--- src/rtl/dmem_arbiter.sv ---
// ----------------------------------------------------------------------------
// dmem_arbiter
//
// Shares the data-RAM command port between three requesters:
//   * core source read      (core_rd_req / core_rd_addr / core_rd_gnt)
//   * core destination write (core_wr_req / core_wr_addr / core_wr_gnt)
//   * external host bursts  (host_req / host_rw / host_addr / host_len)
// and drives the registered en_b/rw/cs/addr command bus of the banked RAM.
//
// Ports:
//   clk, reset         clock, synchronous active-high reset
//   core_rd_*          core read request/address in, one-cycle grant out
//   core_wr_*          core write request/address in, one-cycle grant out
//   host_req/rw/addr/len  burst request; rw/addr/len sampled at grant
//   host_gnt           pulse with the first beat of a burst
//   host_beat          high every cycle a host beat is on the RAM bus
//   host_done          pulse with the last beat of a burst
//   core_stall         a pending core request lost arbitration at the last edge
//   dram_en_b/rw/cs/addr  registered RAM command bus (en_b active-low,
//                         rw 1=read, cs one-hot bank select, bank-local addr)
//
// Handshake: a request is sampled at a clock edge; grant and the matching RAM
// command appear together in the following cycle. A requester whose grant is
// high in the current cycle is not eligible at the next edge, so a requester
// may drop (or re-present) its request in the grant cycle.
// ----------------------------------------------------------------------------
module dmem_arbiter #(
    parameter int ADDR_W     = 12,
    parameter int SUB_ADDR_W = 8,
    parameter int LEN_W      = 4
) (
    input  logic                              clk,
    input  logic                              reset,
    input  logic                              core_rd_req,
    input  logic [ADDR_W-1:0]                 core_rd_addr,
    output logic                              core_rd_gnt,
    input  logic                              core_wr_req,
    input  logic [ADDR_W-1:0]                 core_wr_addr,
    output logic                              core_wr_gnt,
    input  logic                              host_req,
    input  logic                              host_rw,
    input  logic [ADDR_W-1:0]                 host_addr,
    input  logic [LEN_W-1:0]                  host_len,
    output logic                              host_gnt,
    output logic                              host_beat,
    output logic                              host_done,
    output logic                              core_stall,
    output logic                              dram_en_b,
    output logic                              dram_rw,
    output logic [2**(ADDR_W-SUB_ADDR_W)-1:0] dram_cs,
    output logic [SUB_ADDR_W-1:0]             dram_addr
);

    localparam int CS_W = 2**(ADDR_W-SUB_ADDR_W);

    typedef enum logic {
        IDLE  = 1'b0,
        BURST = 1'b1
    } state_t;

    state_t              state_q, state_n;
    logic                last_host_q, last_host_n;
    logic [LEN_W-1:0]    cnt_q, cnt_n;       // beats still to issue in BURST
    logic [ADDR_W-1:0]   baddr_q, baddr_n;   // address of the next burst beat
    logic                brw_q, brw_n;

    logic                rd_gnt_n, wr_gnt_n, host_gnt_n, beat_n, done_n, stall_n;
    logic                en_b_n, rw_n;
    logic [CS_W-1:0]     cs_n;
    logic [SUB_ADDR_W-1:0] addr_n;

    logic                rd_elig, wr_elig, host_elig, core_elig;
    logic                cmd_valid, cmd_rw;
    logic [ADDR_W-1:0]   cmd_addr;

    // A grant visible this cycle blocks the same requester at the next edge.
    assign rd_elig   = core_rd_req & ~core_rd_gnt;
    assign wr_elig   = core_wr_req & ~core_wr_gnt;
    assign host_elig = host_req & ~host_gnt;
    assign core_elig = rd_elig | wr_elig;

    always_comb begin
        state_n     = state_q;
        last_host_n = last_host_q;
        cnt_n       = cnt_q;
        baddr_n     = baddr_q;
        brw_n       = brw_q;
        rd_gnt_n    = 1'b0;
        wr_gnt_n    = 1'b0;
        host_gnt_n  = 1'b0;
        beat_n      = 1'b0;
        done_n      = 1'b0;
        stall_n     = 1'b0;
        cmd_valid   = 1'b0;
        cmd_rw      = 1'b1;
        cmd_addr    = '0;

        case (state_q)
            IDLE: begin
                // Host wins over the core class only when it did not have the
                // previous turn (or the core class is not asking).
                if (host_elig && (!core_elig || !last_host_q)) begin
                    host_gnt_n  = 1'b1;
                    beat_n      = 1'b1;
                    cmd_valid   = 1'b1;
                    cmd_rw      = host_rw;
                    cmd_addr    = host_addr;
                    brw_n       = host_rw;
                    baddr_n     = host_addr + ADDR_W'(1);
                    cnt_n       = host_len;
                    last_host_n = 1'b1;
                    stall_n     = core_elig;
                    if (host_len == '0) begin
                        done_n = 1'b1;
                    end else begin
                        state_n = BURST;
                    end
                end else if (wr_elig) begin
                    wr_gnt_n    = 1'b1;
                    cmd_valid   = 1'b1;
                    cmd_rw      = 1'b0;
                    cmd_addr    = core_wr_addr;
                    last_host_n = 1'b0;
                    stall_n     = rd_elig;
                end else if (rd_elig) begin
                    rd_gnt_n    = 1'b1;
                    cmd_valid   = 1'b1;
                    cmd_rw      = 1'b1;
                    cmd_addr    = core_rd_addr;
                    last_host_n = 1'b0;
                end
            end
            BURST: begin
                beat_n    = 1'b1;
                cmd_valid = 1'b1;
                cmd_rw    = brw_q;
                cmd_addr  = baddr_q;
                baddr_n   = baddr_q + ADDR_W'(1);
                cnt_n     = cnt_q - LEN_W'(1);
                stall_n   = core_elig;
                // The last beat leaves in IDLE so arbitration resumes at the
                // very next edge.
                if (cnt_q == LEN_W'(1)) begin
                    done_n  = 1'b1;
                    state_n = IDLE;
                end
            end
            default: state_n = IDLE;
        endcase

        en_b_n = 1'b1;
        rw_n   = 1'b1;
        cs_n   = dram_cs;
        addr_n = dram_addr;
        if (cmd_valid) begin
            en_b_n = 1'b0;
            rw_n   = cmd_rw;
            cs_n   = CS_W'(1) << cmd_addr[ADDR_W-1:SUB_ADDR_W];
            addr_n = cmd_addr[SUB_ADDR_W-1:0];
        end
    end

    always_ff @(posedge clk) begin
        if (reset) begin
            state_q     <= IDLE;
            last_host_q <= 1'b0;
            cnt_q       <= '0;
            baddr_q     <= '0;
            brw_q       <= 1'b1;
            core_rd_gnt <= 1'b0;
            core_wr_gnt <= 1'b0;
            host_gnt    <= 1'b0;
            host_beat   <= 1'b0;
            host_done   <= 1'b0;
            core_stall  <= 1'b0;
            dram_en_b   <= 1'b1;
            dram_rw     <= 1'b1;
            dram_cs     <= '0;
            dram_addr   <= '0;
        end else begin
            state_q     <= state_n;
            last_host_q <= last_host_n;
            cnt_q       <= cnt_n;
            baddr_q     <= baddr_n;
            brw_q       <= brw_n;
            core_rd_gnt <= rd_gnt_n;
            core_wr_gnt <= wr_gnt_n;
            host_gnt    <= host_gnt_n;
            host_beat   <= beat_n;
            host_done   <= done_n;
            core_stall  <= stall_n;
            dram_en_b   <= en_b_n;
            dram_rw     <= rw_n;
            dram_cs     <= cs_n;
            dram_addr   <= addr_n;
        end
    end

endmodule
--- config.mk ---
export PLATFORM = sky130hd
export DESIGN_NAME = dmem_arbiter
export DESIGN_NICKNAME = d
export VERILOG_FILES = /design/src/rtl/dmem_arbiter.sv
export SDC_FILE = /design/constraint.sdc
export NUM_CORES = 1
export LEC_CHECK = 0
export BUFFER_PORTS_ARGS = -buffer_cell sky130_fd_sc_hd__buf_2
export CAP_MARGIN = 20
export CELL_PAD_IN_SITES_DETAIL_PLACEMENT = 0
export CELL_PAD_IN_SITES_GLOBAL_PLACEMENT = 1
export CORE_MARGIN = 2
export CORE_UTILIZATION = 41
export CTS_CLUSTER_DIAMETER = 30
export DETAILED_ROUTE_END_ITERATION = 8
export GPL_ROUTABILITY_DRIVEN = 0
export PLACE_DENSITY = 0.94
export SLEW_MARGIN = 20
export SYNTH_ARGS = -nofsm -noshare
export SYNTH_HDL_FRONTEND = slang
export SYNTH_SLANG_ARGS = --single-unit
--- constraint.sdc ---
create_clock -name clk -period 5.1 [get_ports clk]
set_clock_uncertainty 0.05 [all_clocks]
set_input_delay 1.02 -clock clk [delete_from_list [all_inputs] [get_ports clk]]
set_output_delay 1.02 -clock clk [all_outputs]
set_load 0.02 [all_outputs]
==> metrics.yaml, run 1 <==
outcome:
  status: "completed"
global_routing:
  antenna_found_initial: 0
  grt_usage_pct: 20.5
  gr-total-overflow: 0
  grt_max_degree: 39
  grt_first_pass_wirelength_um: 12400
  grt_pass1_vias: 2568
floorplan:
  fp.dieH_um: 86.5
  coreArea_um2: 6680
  io_pins: 78
  dieArea_um2: 7480
  initial_core_util_pct: 41.7
  fp-row-count: 30
  die_w_um: 86.5
critical_path:
  r2r_slack_ns: 1.78
  ff2ff_path_depth: 5
  endpoint_kind: "flip-flop"
  required_ns: 5.26
  path_cells: "buf_2 > nor2b_1 > o211a_1 > or2_1 > o21ai_0 > o41ai_1"
  crit_end: "dram_cs[12]"
  crit_type: "in -> reg"
  timing.rr.end: "dram_cs[12]"
  r2r_start: "state_q"
  slowest_delay_ns: 0.63
  worstPathMaxFanout: 19
  crit_start: "core_rd_req"
  cp_slowest_cell: "or2_1"
  cp_data_arrival_time_ns: 3.65
  cp-start-kind: "primary input"
pwr:
  power_mw: 1.01
  p_comb_share_pct: 28.7
  internal_power_mw: 0.642
  clkPwrFrac_pct: 24.7
  p_per_area_nw_per_um2: 307
  switching_share_pct: 36.2
  p_seq_share_pct: 46.7
  p_sw_mw: 0.364
  power_leakage_nw: 1.37
  ir_worst_vdd_v: 0.000133
detailed_routing:
  drtIter0Drc: 176
  post_drt_via_cell_ratio: 5.78
  vias: 2817
  drc: 0
  wirelength_um: 7650
  dr.pass1.iters: 4
  ant_nets: 0
  wire_per_inst_um: 15.7
timing:
  min_period_over_period_pct: 68.2
  setup_viol: 0
  hold_viol_final: 0
  setup_ws_ns: 1.62
  period_minus_slack_ns: 3.48
  slew_headroom_pct: 30.3
  rsz0062_at_grt: "false"
  final_max_slew_viol_count: 0
  timing.fmax_mhz: 287
  worstMarginPinSlew_ns: 1.04
  fin_setup_tns_ns: 0
final_layout:
  nets: 455
  synthToLayoutAreaGrowth_pct: 17.5
  diodes: 0
  fillerInstances: 666
  regArea_um2: 1020
  multi_input_area_um2: 1630
  drive_gt1_share_pct: 23.6
  post_layout_nonfiller_instances: 487
synth:
  synth_top_cells_by_area: "dfxtp_1 (37%), nand2_1 (7.4%), a31oi_1 (3.4%), o21ai_0 (3.2%), a21oi_1 (3.1%)"
  synthesis.area_um2: 2790
  syn_inst: 344
  netlist.area_leader.share_pct: 36.6
  synthArstFlopShare_pct: 0
  synth_fp_nets: 393
  ys_ff_latch: 51
  yosys.area.top_type: "dfxtp_1"
  ys.warnings.count: 0
  synth_ff_type: "dfxtp_1"
  avgSynthCellArea_um2: 8.11
  ys_seq_area_share_pct: 36.6
  ys_types: 55
  synth_edf_count: 0
clocking:
  htree_levels: 2
  clockBufferDepth: 2
  cts_hold_buf: 0
  clkTransAtPathRegs_ns: 0.10
  clkSinkCount: 51
  cts_tree: "yes"
  clock-root-buffer: "clkbuf_8"
  clk_latency_ns: 0.32
  cts-buffers-inserted: 5
  post-cts-setup-buffer-count: 0
  post_cts_resized: 0
place:
  io_buffers: 77
  pre_cts_slack_ns: 1.31
  dp.cells: 479
  hpwl_um: 5640
job:
  cap_viol_max_count: 0
hold_path:
  hold_class: "reg -> reg"
-- placed cells by master (no fill, tap or decap), drive strengths merged, types with 3 or more instances in the layout --
cell type,count
buf,79
nand2,55
dfxtp,51
o21ai,18
a21oi,17
a31oi,15
nand3,15
nor2,13
o31ai,10
inv,10
nand2b,9
nand3b,9
o41ai,9
mux2i,8
nor2b,6
and3,5
a22o,5
clkbuf,5
mux2,4
and3b,4
o22ai,4
o211ai,4
o221ai,4
a21o,3
ha,3
o311ai,3
nor4,3
nor3,3
or2,3
-- logic make-up after synthesis --
| family | count (synthesis) | share of synthesized area [%] |
|---|---|---|
| XOR/XNOR | 3 | 0.942 |
| flip-flops | 51 | 36.6 |
| adder cells (fa/ha/maj) | 3 | 1.35 |
| buffers and inverters | 33 | 5.43 |
| AND/OR/NAND/NOR | 135 | 24.8 |
| multiplexers | 12 | 4.49 |
| AO/OA/AOI/OAI | 107 | 26.4 |
-- layout make-up --
cell class                 instances  area share (%)
clock buffer                       5            2.10
clock inverter                     3           0.725
inverter                           9            1.03
multi-input combinational        260            49.7
sequential                        51            31.2
tap                               80            3.05
timing repair buffer              79            12.2
-- synthesized netlist by cell type (6+ instances only) --
library cell	number
nand2_1	55
dfxtp_1	51
o21ai_0	18
a21oi_1	17
clkbuf_1	16
a31oi_1	15
nand3_1	15
nor2_1	13
o31ai_1	10
inv_1	9
nand2b_1	9
nand3b_1	9
o41ai_1	9
mux2i_1	8
nor2b_1	6
-- critical path: cells and delay by family --
family | cells | cell delay [ns]
buf+inv | 1 | 0.08
simple gates | 2 | 1.21
compound gates | 3 | 1.32
-- power groups by stage --
stage          clock [mW]  combinational [mW]  sequential [mW]
2_1_floorplan           0               0.186            0.494
3_3_place_gp            0               0.282            0.477
3_5_place_dp            0               0.286            0.478
4_1_cts             0.250               0.287            0.469
5_1_grt             0.265               0.322            0.476
6_report            0.248               0.289            0.470
-- layer usage --
layer	vias up	track usage [%]	part of all wire, %	routed length (um)
li1	1401	-	-	-
met1	1329	28.3	46	3540
met2	79	32.9	47	3590
met3	8	3.24	5.2	395
met4	0	6.68	1.5	116
met5	-	0	0	0
-- worst min-delay path by stage --
stage | startpoint | to | depth (start not counted) | slack [ns]
3_5_place_dp | dram_cs[3] | dram_cs[3] | 2 | 0.39
4_1_cts | dram_cs[3] | dram_cs[3] | 2 | 0.41
3_3_place_gp | dram_cs[5] | dram_cs[5] | 2 | 0.38
2_1_floorplan | baddr_q[0] | baddr_q[0] | 2 | 0.39
6_report | dram_cs[3] | dram_cs[3] | 2 | 0.41
5_1_grt | dram_cs[15] | dram_cs[15] | 2 | 0.44
-- state kept, by name (all words and copies together), names as in the netlist --
name         cells
brw_q            1
dram_cs         16
host_beat        1
host_gnt         1
state_q          1
core_stall       1
core_wr_gnt      1
dram_addr        8
host_done        1
dram_en_b        1
last_host_q      1
baddr_q         12
dram_rw          1
cnt_q            4
core_rd_gnt      1
-- metrics by stage --
step / utilization, % / hold WS [ns] / area (um^2)
finish: 49.0 / 0.411 / 3280
global route: 49.0 / 0.438 / 3280
CTS: 48.9 / 0.414 / 3260
detailed placement: 47.5 / 0.389 / 3170
global placement: 47.5 / 0.380 / 3170
floorplan: - / 0.386 / 2790
(Power assumes the default switching activity.)
==> inputs of run 2 (changes only) <==
--- a/config.mk
+++ b/config.mk
@@ -10,11 +10,11 @@
 export CELL_PAD_IN_SITES_DETAIL_PLACEMENT = 0
 export CELL_PAD_IN_SITES_GLOBAL_PLACEMENT = 1
 export CORE_MARGIN = 2
-export CORE_UTILIZATION = 41
+export CORE_UTILIZATION = 38
 export CTS_CLUSTER_DIAMETER = 30
 export DETAILED_ROUTE_END_ITERATION = 8
 export GPL_ROUTABILITY_DRIVEN = 0
-export PLACE_DENSITY = 0.94
+export PLACE_DENSITY = 0.89
 export SLEW_MARGIN = 20
 export SYNTH_ARGS = -nofsm -noshare
 export SYNTH_HDL_FRONTEND = slang
==> constraint.sdc (replaced) <==
create_clock -name clk -period 3.3 [get_ports clk]
set_clock_uncertainty 0.05 [all_clocks]
set_input_delay 0.66 -clock clk [delete_from_list [all_inputs] [get_ports clk]]
set_output_delay 0.66 -clock clk [all_outputs]
set_load 0.02 [all_outputs]
==> metrics.yaml, run 2 (same netlist as run 1, synthesis figures left out) <==
global_routing:
  antenna_found_initial: 0  # unchanged
  grt_max_degree: 39  # unchanged
  grt_first_pass_wirelength_um: 12300  # -0.73%
  grt_usage_pct: 19.4  # -1.2 points
  grt_pass1_vias: 2506  # -2.4%
  gr-total-overflow: 0  # unchanged
critical_path:
  r2r_start: "state_q"
  timing.rr.end: "dram_cs[4]"
  ff2ff_path_depth: 5  # unchanged
  worstPathMaxFanout: 18  # -1
  path_cells: "buf_4 > inv_1 > o211a_1 > o311ai_1 > o31ai_1"
  required_ns: 3.40  # -1.86 ns
  cp-start-kind: "flip-flop"
  r2r_slack_ns: 0.62  # -1.16 ns
  endpoint_kind: "flip-flop"
  crit_start: "state_q"
  cp_slowest_cell: "o311ai_1"
  path_delay_family: "compound AO/OA/AOI/OAI gates"
  crit_type: "reg -> reg"
  path_buf_inv: 2  # +1
  cp_data_arrival_time_ns: 2.79  # -0.86 ns
  slowest_delay_ns: 0.94  # +0.31 ns
timing:
  timing.fmax_mhz: 373
  fin_setup_tns_ns: 0  # unchanged
  slew_headroom_pct: 28.6  # -1.7 points
  min_period_over_period_pct: 81.3
  setup_viol: 0  # unchanged
  worstMarginPinSlew_ns: 1.05  # +0.0115 ns
  setup_ws_ns: 0.618  # -1.00 ns
  rsz0062_at_grt: "false"
  period_minus_slack_ns: 2.68
  final_max_slew_viol_count: 0  # unchanged
  hold_viol_final: 0  # unchanged
clocking:
  clkTransAtPathRegs_ns: 0.09  # about the same
  clock-root-buffer: "clkbuf_8"
  post_cts_resized: 0  # unchanged
  clkSinkCount: 51  # unchanged
  cts_hold_buf: 0  # unchanged
  clockBufferDepth: 2  # unchanged
  htree_levels: 2  # unchanged
  cts-buffers-inserted: 5  # unchanged
  cts_tree: "yes"
  post-cts-setup-buffer-count: 0  # unchanged
  clk_latency_ns: 0.30  # -0.02 ns
hold_path:
  whs_endpoint: "dram_cs[6]"
  hold_start: "dram_cs[6]"
  hold_depth: 2  # unchanged
  hold_class: "reg -> reg"
floorplan:
  die_w_um: 89.7  # +3.7%
  fp-row-count: 31  # +3.3%
  io_pins: 78  # unchanged
  coreArea_um2: 7180  # +7.4%
  fp.dieH_um: 89.7  # +3.7%
  initial_core_util_pct: 38.9  # -2.9 points
  dieArea_um2: 8040  # +7.5%
place:
  pre_cts_slack_ns: 0.566  # -0.744 ns
  post_dp_cell_area_um2: 3260  # +2.9%
  hpwl_um: 5780  # +2.5%
  io_buffers: 77  # unchanged
final_layout:
  fillerInstances: 756  # +14%
  largest_registers: "dram_cs (16), baddr_q (12), dram_addr (8)"
  mostFrequentLayoutCells: "buf_2 (77), nand2_1 (55), dfxtp_1 (51)"
  final_common_cell: "buf_2"
  largest_reg_flops: 16  # unchanged
  regArea_um2: 1020  # unchanged
  nets: 464  # +2.0%
  multi_input_area_um2: 1620  # -0.77%
  synthToLayoutAreaGrowth_pct: 20.1
  final_area_um2: 3350  # +2.2%
  max_flop_register: "dram_cs"
  diodes: 0  # unchanged
  drive_gt1_share_pct: 24.5  # +0.93 points
job:
  cap_viol_max_count: 0  # unchanged
outcome:
  status: "completed"
detailed_routing:
  wire_per_inst_um: 14.8  # -5.6%
  drc: 0  # unchanged
  ant_nets: 0  # unchanged
  dr.pass1.iters: 4  # unchanged
  wirelength_um: 7640  # -0.17%
  drtIter0Drc: 164  # -6.8%
  vias: 2865  # +1.7%
  post_drt_via_cell_ratio: 5.56  # -3.8%
pwr:
  ir_worst_vdd_v: 0.000193  # +45%
  p_per_area_nw_per_um2: 461  # +50%
  power_leakage_nw: 1.41  # +3.1%
==> run 2: where the power goes <==
| part | internal (mW) | total, mW | switching, mW | leakage [nW] |
|---|---|---|---|---|
| combinational | 0.176 | 0.462 | 0.285 | 0.949 |
| clock | 0.149 | 0.359 | 0.210 | 0.0412 |
| sequential | 0.676 | 0.724 | 0.0480 | 0.419 |
| total | 1.00 | 1.54 | 0.544 | 1.41 |
==> run 2: how the worst max path moves through the flow <==
| stage | endpoint | slack [ns] | cells after the start |
|---|---|---|---|
| after CTS | baddr_q[5] | 0.64 | 6 |
| final | dram_cs[4] | 0.62 | 5 |
| after global placement | dram_cs[10] | 0.66 | 7 |
| after global routing | dram_cs[14] | 0.33 | 7 |
| after detailed placement | dram_cs[15] | 0.57 | 7 |
| after floorplan | baddr_q[8] | 0.82 | 10 |
==> run 2: metal layers <==
metal  vias to the layer above  global-route usage [%]  part of all wire (%)
met5                         -                       0                     0
met4                         0                    4.48                   1.3
met3                         8                    3.29                   5.3
met2                        88                    32.0                    48
met1                      1351                    26.5                    46
li1                       1418                       -                     -
==> run 2: metrics by stage <==
step                hold slack [ns]  power [mW]  std cells  util [%]
detailed placement            0.385        1.20        507      45.5
global placement              0.378        1.19        507      45.5
floorplan                     0.386        1.05        344         -
finish                        0.408        1.54        515      46.7
global route                  0.434        1.64        515      46.7
CTS                           0.411        1.56        515      46.7
==> run 2: area by class of cell <==
type	instances	share of cell area (%)
Multi-Input combinational cell	260	48.3
Sequential cell	51	30.5
Timing Repair Buffer	88	14.0
Tap cell	99	3.70
Clock buffer	6	2.17
Inverter	9	1.01
Clock inverter	2	0.374
==> run 2: tightest hold or removal path, stage by stage, from the launching register on <==
cell and delay (ns):
dfxtp_1 0.33, nand2_1 0.05, o31ai_1 0.05
==> inputs of run 3 (changes only) <==
--- a/config.mk
+++ b/config.mk
@@ -10,11 +10,11 @@
 export CELL_PAD_IN_SITES_DETAIL_PLACEMENT = 0
 export CELL_PAD_IN_SITES_GLOBAL_PLACEMENT = 1
 export CORE_MARGIN = 2
-export CORE_UTILIZATION = 38
+export CORE_UTILIZATION = 34
 export CTS_CLUSTER_DIAMETER = 30
 export DETAILED_ROUTE_END_ITERATION = 8
 export GPL_ROUTABILITY_DRIVEN = 0
-export PLACE_DENSITY = 0.89
+export PLACE_DENSITY = 0.85
 export SLEW_MARGIN = 20
 export SYNTH_ARGS = -nofsm -noshare
 export SYNTH_HDL_FRONTEND = slang
==> constraint.sdc (replaced) <==
create_clock -name clk -period 2.4 [get_ports clk]
set_clock_uncertainty 0.05 [all_clocks]
set_input_delay 0.48 -clock clk [delete_from_list [all_inputs] [get_ports clk]]
set_output_delay 0.48 -clock clk [all_outputs]
set_load 0.02 [all_outputs]
==> metrics.yaml, run 3 (same netlist as run 1, synthesis figures left out) <==
clocking:
  post_cts_resized: 0  # unchanged
  htree_levels: 2  # unchanged
  clock-root-buffer: "clkbuf_8"
  clkSinkCount: 51  # unchanged
  cts_hold_buf: 0  # unchanged
  clk_latency_ns: 0.31  # about the same
  clockBufferDepth: 2  # unchanged
  clkTransAtPathRegs_ns: 0.10  # about the same
  cts-buffers-inserted: 5  # unchanged
  cts_tree: "yes"
  post-cts-setup-buffer-count: 0  # unchanged
final_layout:
  post_layout_nonfiller_instances: 533  # +3.5%
  drive_gt1_share_pct: 26.9  # +2.3 points
  max_flop_register: "dram_cs"
  mostFrequentLayoutCells: "buf_2 (77), nand2_1 (55), dfxtp_1 (51)"
  largest_reg_flops: 16  # unchanged
  largest_registers: "dram_cs (16), baddr_q (12), dram_addr (8)"
  fillerInstances: 860  # +14%
  synthToLayoutAreaGrowth_pct: 24.0
  nets: 476  # +2.6%
  final_common_cell: "buf_2"
  diodes: 0  # unchanged
pwr:
  ir_worst_vdd_v: 0.000252  # +30%
  p_seq_share_pct: 44.8  # -2.1 points
  clkPwrFrac_pct: 24.6  # +1.4 points
  power_leakage_nw: 1.47  # +4.7%
  p_comb_share_pct: 30.6  # +0.7 points
  p_sw_mw: 0.775  # +43%
  internal_power_mw: 1.43  # +43%
  switching_share_pct: 35.1  # -0.070 points
  p_per_area_nw_per_um2: 638  # +38%
critical_path:
  r2r_slack_ns: 0.21  # -0.41 ns
  r2r_start: "state_q"
  path_cells: "buf_4 > inv_1 > o211a_1 > o311ai_1 > o31ai_1"
  required_ns: 2.52  # -0.88 ns
  worstPathMaxFanout: 19  # +1
  ff2ff_path_depth: 5  # unchanged
  crit_start: "state_q"
  endpoint_kind: "flip-flop"
  cp-start-kind: "flip-flop"
  cp_slowest_cell: "o311ai_1"
  path_buf_inv: 2  # unchanged
  path_delay_family: "compound AO/OA/AOI/OAI gates"
  slowest_delay_ns: 0.88  # -0.06 ns
  crit_type: "reg -> reg"
  cp_data_arrival_time_ns: 2.31  # -0.48 ns
  timing.rr.end: "dram_cs[2]"
floorplan:
  die_w_um: 94.6  # +5.5%
  fp-row-count: 33  # +6.5%
  initial_core_util_pct: 34.5  # -4.4 points
  dieArea_um2: 8940  # +11%
  fp.dieH_um: 94.6  # +5.5%
  coreArea_um2: 8090  # +13%
  io_pins: 78  # unchanged
detailed_routing:
  ant_nets: 0  # unchanged
  vias: 2952  # +3.0%
  wire_per_inst_um: 15.2  # +2.8%
  drc: 0  # unchanged
  wirelength_um: 8120  # +6.4%
  drtIter0Drc: 169  # +3.0%
  dr.pass1.iters: 5  # +1
  post_drt_via_cell_ratio: 5.54  # -0.44%
timing:
  period_minus_slack_ns: 2.19  # -0.491 ns
  setup_ws_ns: 0.209  # -0.409 ns
  setup_viol: 0  # unchanged
  timing.fmax_mhz: 456  # +22%
  worstMarginPinSlew_ns: 1.02  # -0.0356 ns
  hold_viol_final: 0  # unchanged
  rsz0062_at_grt: "false"
  fin_setup_tns_ns: 0  # unchanged
  slew_headroom_pct: 31.0  # +2.4 points
  min_period_over_period_pct: 91.3  # +10 points
  final_max_slew_viol_count: 0  # unchanged
global_routing:
  antenna_found_initial: 0  # unchanged
  grt_max_degree: 39  # unchanged
  gr-total-overflow: 0  # unchanged
  grt_pass1_vias: 2722  # +8.6%
  grt_usage_pct: 18.3  # -1.0 points
  grt_first_pass_wirelength_um: 13100  # +6.8%
place:
  hpwl_um: 6040  # +4.4%
  dp.cells: 525  # +3.6%
  pre_cts_slack_ns: 0.137  # -0.429 ns
  io_buffers: 77  # unchanged
hold_path:
  hold_depth: 3  # +1
  hold_start: "host_rw"
  whs_endpoint: "brw_q"
  hold_class: "in -> reg"
outcome:
  status: "completed"
job:
  cap_viol_max_count: 0  # unchanged
-- run 3: tightest hold or removal path: cells and delay by family --
family	cells	cell delay, ns
buf+inv	1	0.09
simple gates	2	0.11
-- run 3: worst max-delay path by stage --
stage | slack, ns | endpoint | cells after the start
3_3_place_gp | 0.15 | dram_cs[4] | 5
5_1_grt | 0.01 | dram_cs[8] | 7
6_report | 0.21 | dram_cs[2] | 5
4_1_cts | 0.23 | dram_cs[2] | 5
3_5_place_dp | 0.14 | dram_cs[14] | 7
2_1_floorplan | 0.03 | baddr_q[8] | 10
-- run 3: power groups by stage --
stage / registers (mW) / logic [mW] / clock network, mW
finish: 0.989 / 0.676 / 0.543
CTS: 0.989 / 0.676 / 0.556
detailed placement: 1.01 / 0.674 / 0
global route: 1.00 / 0.745 / 0.589
floorplan: 1.05 / 0.397 / 0
global placement: 1.01 / 0.665 / 0
-- run 3: per-stage QoR --
| stage | instance area (um^2) | utilization, % | power, mW | hold WS (ns) |
|---|---|---|---|---|
| finish | 3460 | 42.7 | 2.21 | 0.348 |
| global route | 3460 | 42.7 | 2.33 | 0.347 |
| CTS | 3460 | 42.7 | 2.22 | 0.348 |
| detailed placement | 3360 | 41.5 | 1.68 | 0.382 |
| global placement | 3360 | 41.5 | 1.67 | 0.384 |
| floorplan | 2790 | - | 1.45 | 0.386 |
-- run 3: layout make-up --
class | count | area [um^2] | area share (%)
flip-flops and latches | 51 | 1020 | 29.5
clock inverters | 2 | 16.3 | 0.470
well taps | 105 | 131 | 3.80
repair buffers | 100 | 558 | 16.1
inverters | 9 | 33.8 | 0.976
clock buffers | 6 | 82.6 | 2.39
multi-input cells | 260 | 1620 | 46.7
-- run 3: metal layers --
metal  global-route usage, %  part of all wire (%)
met1                    24.9                    45
met2                    29.9                    46
met3                    3.03                   7.9
met4                    5.56                   1.6
met5                       0                     0
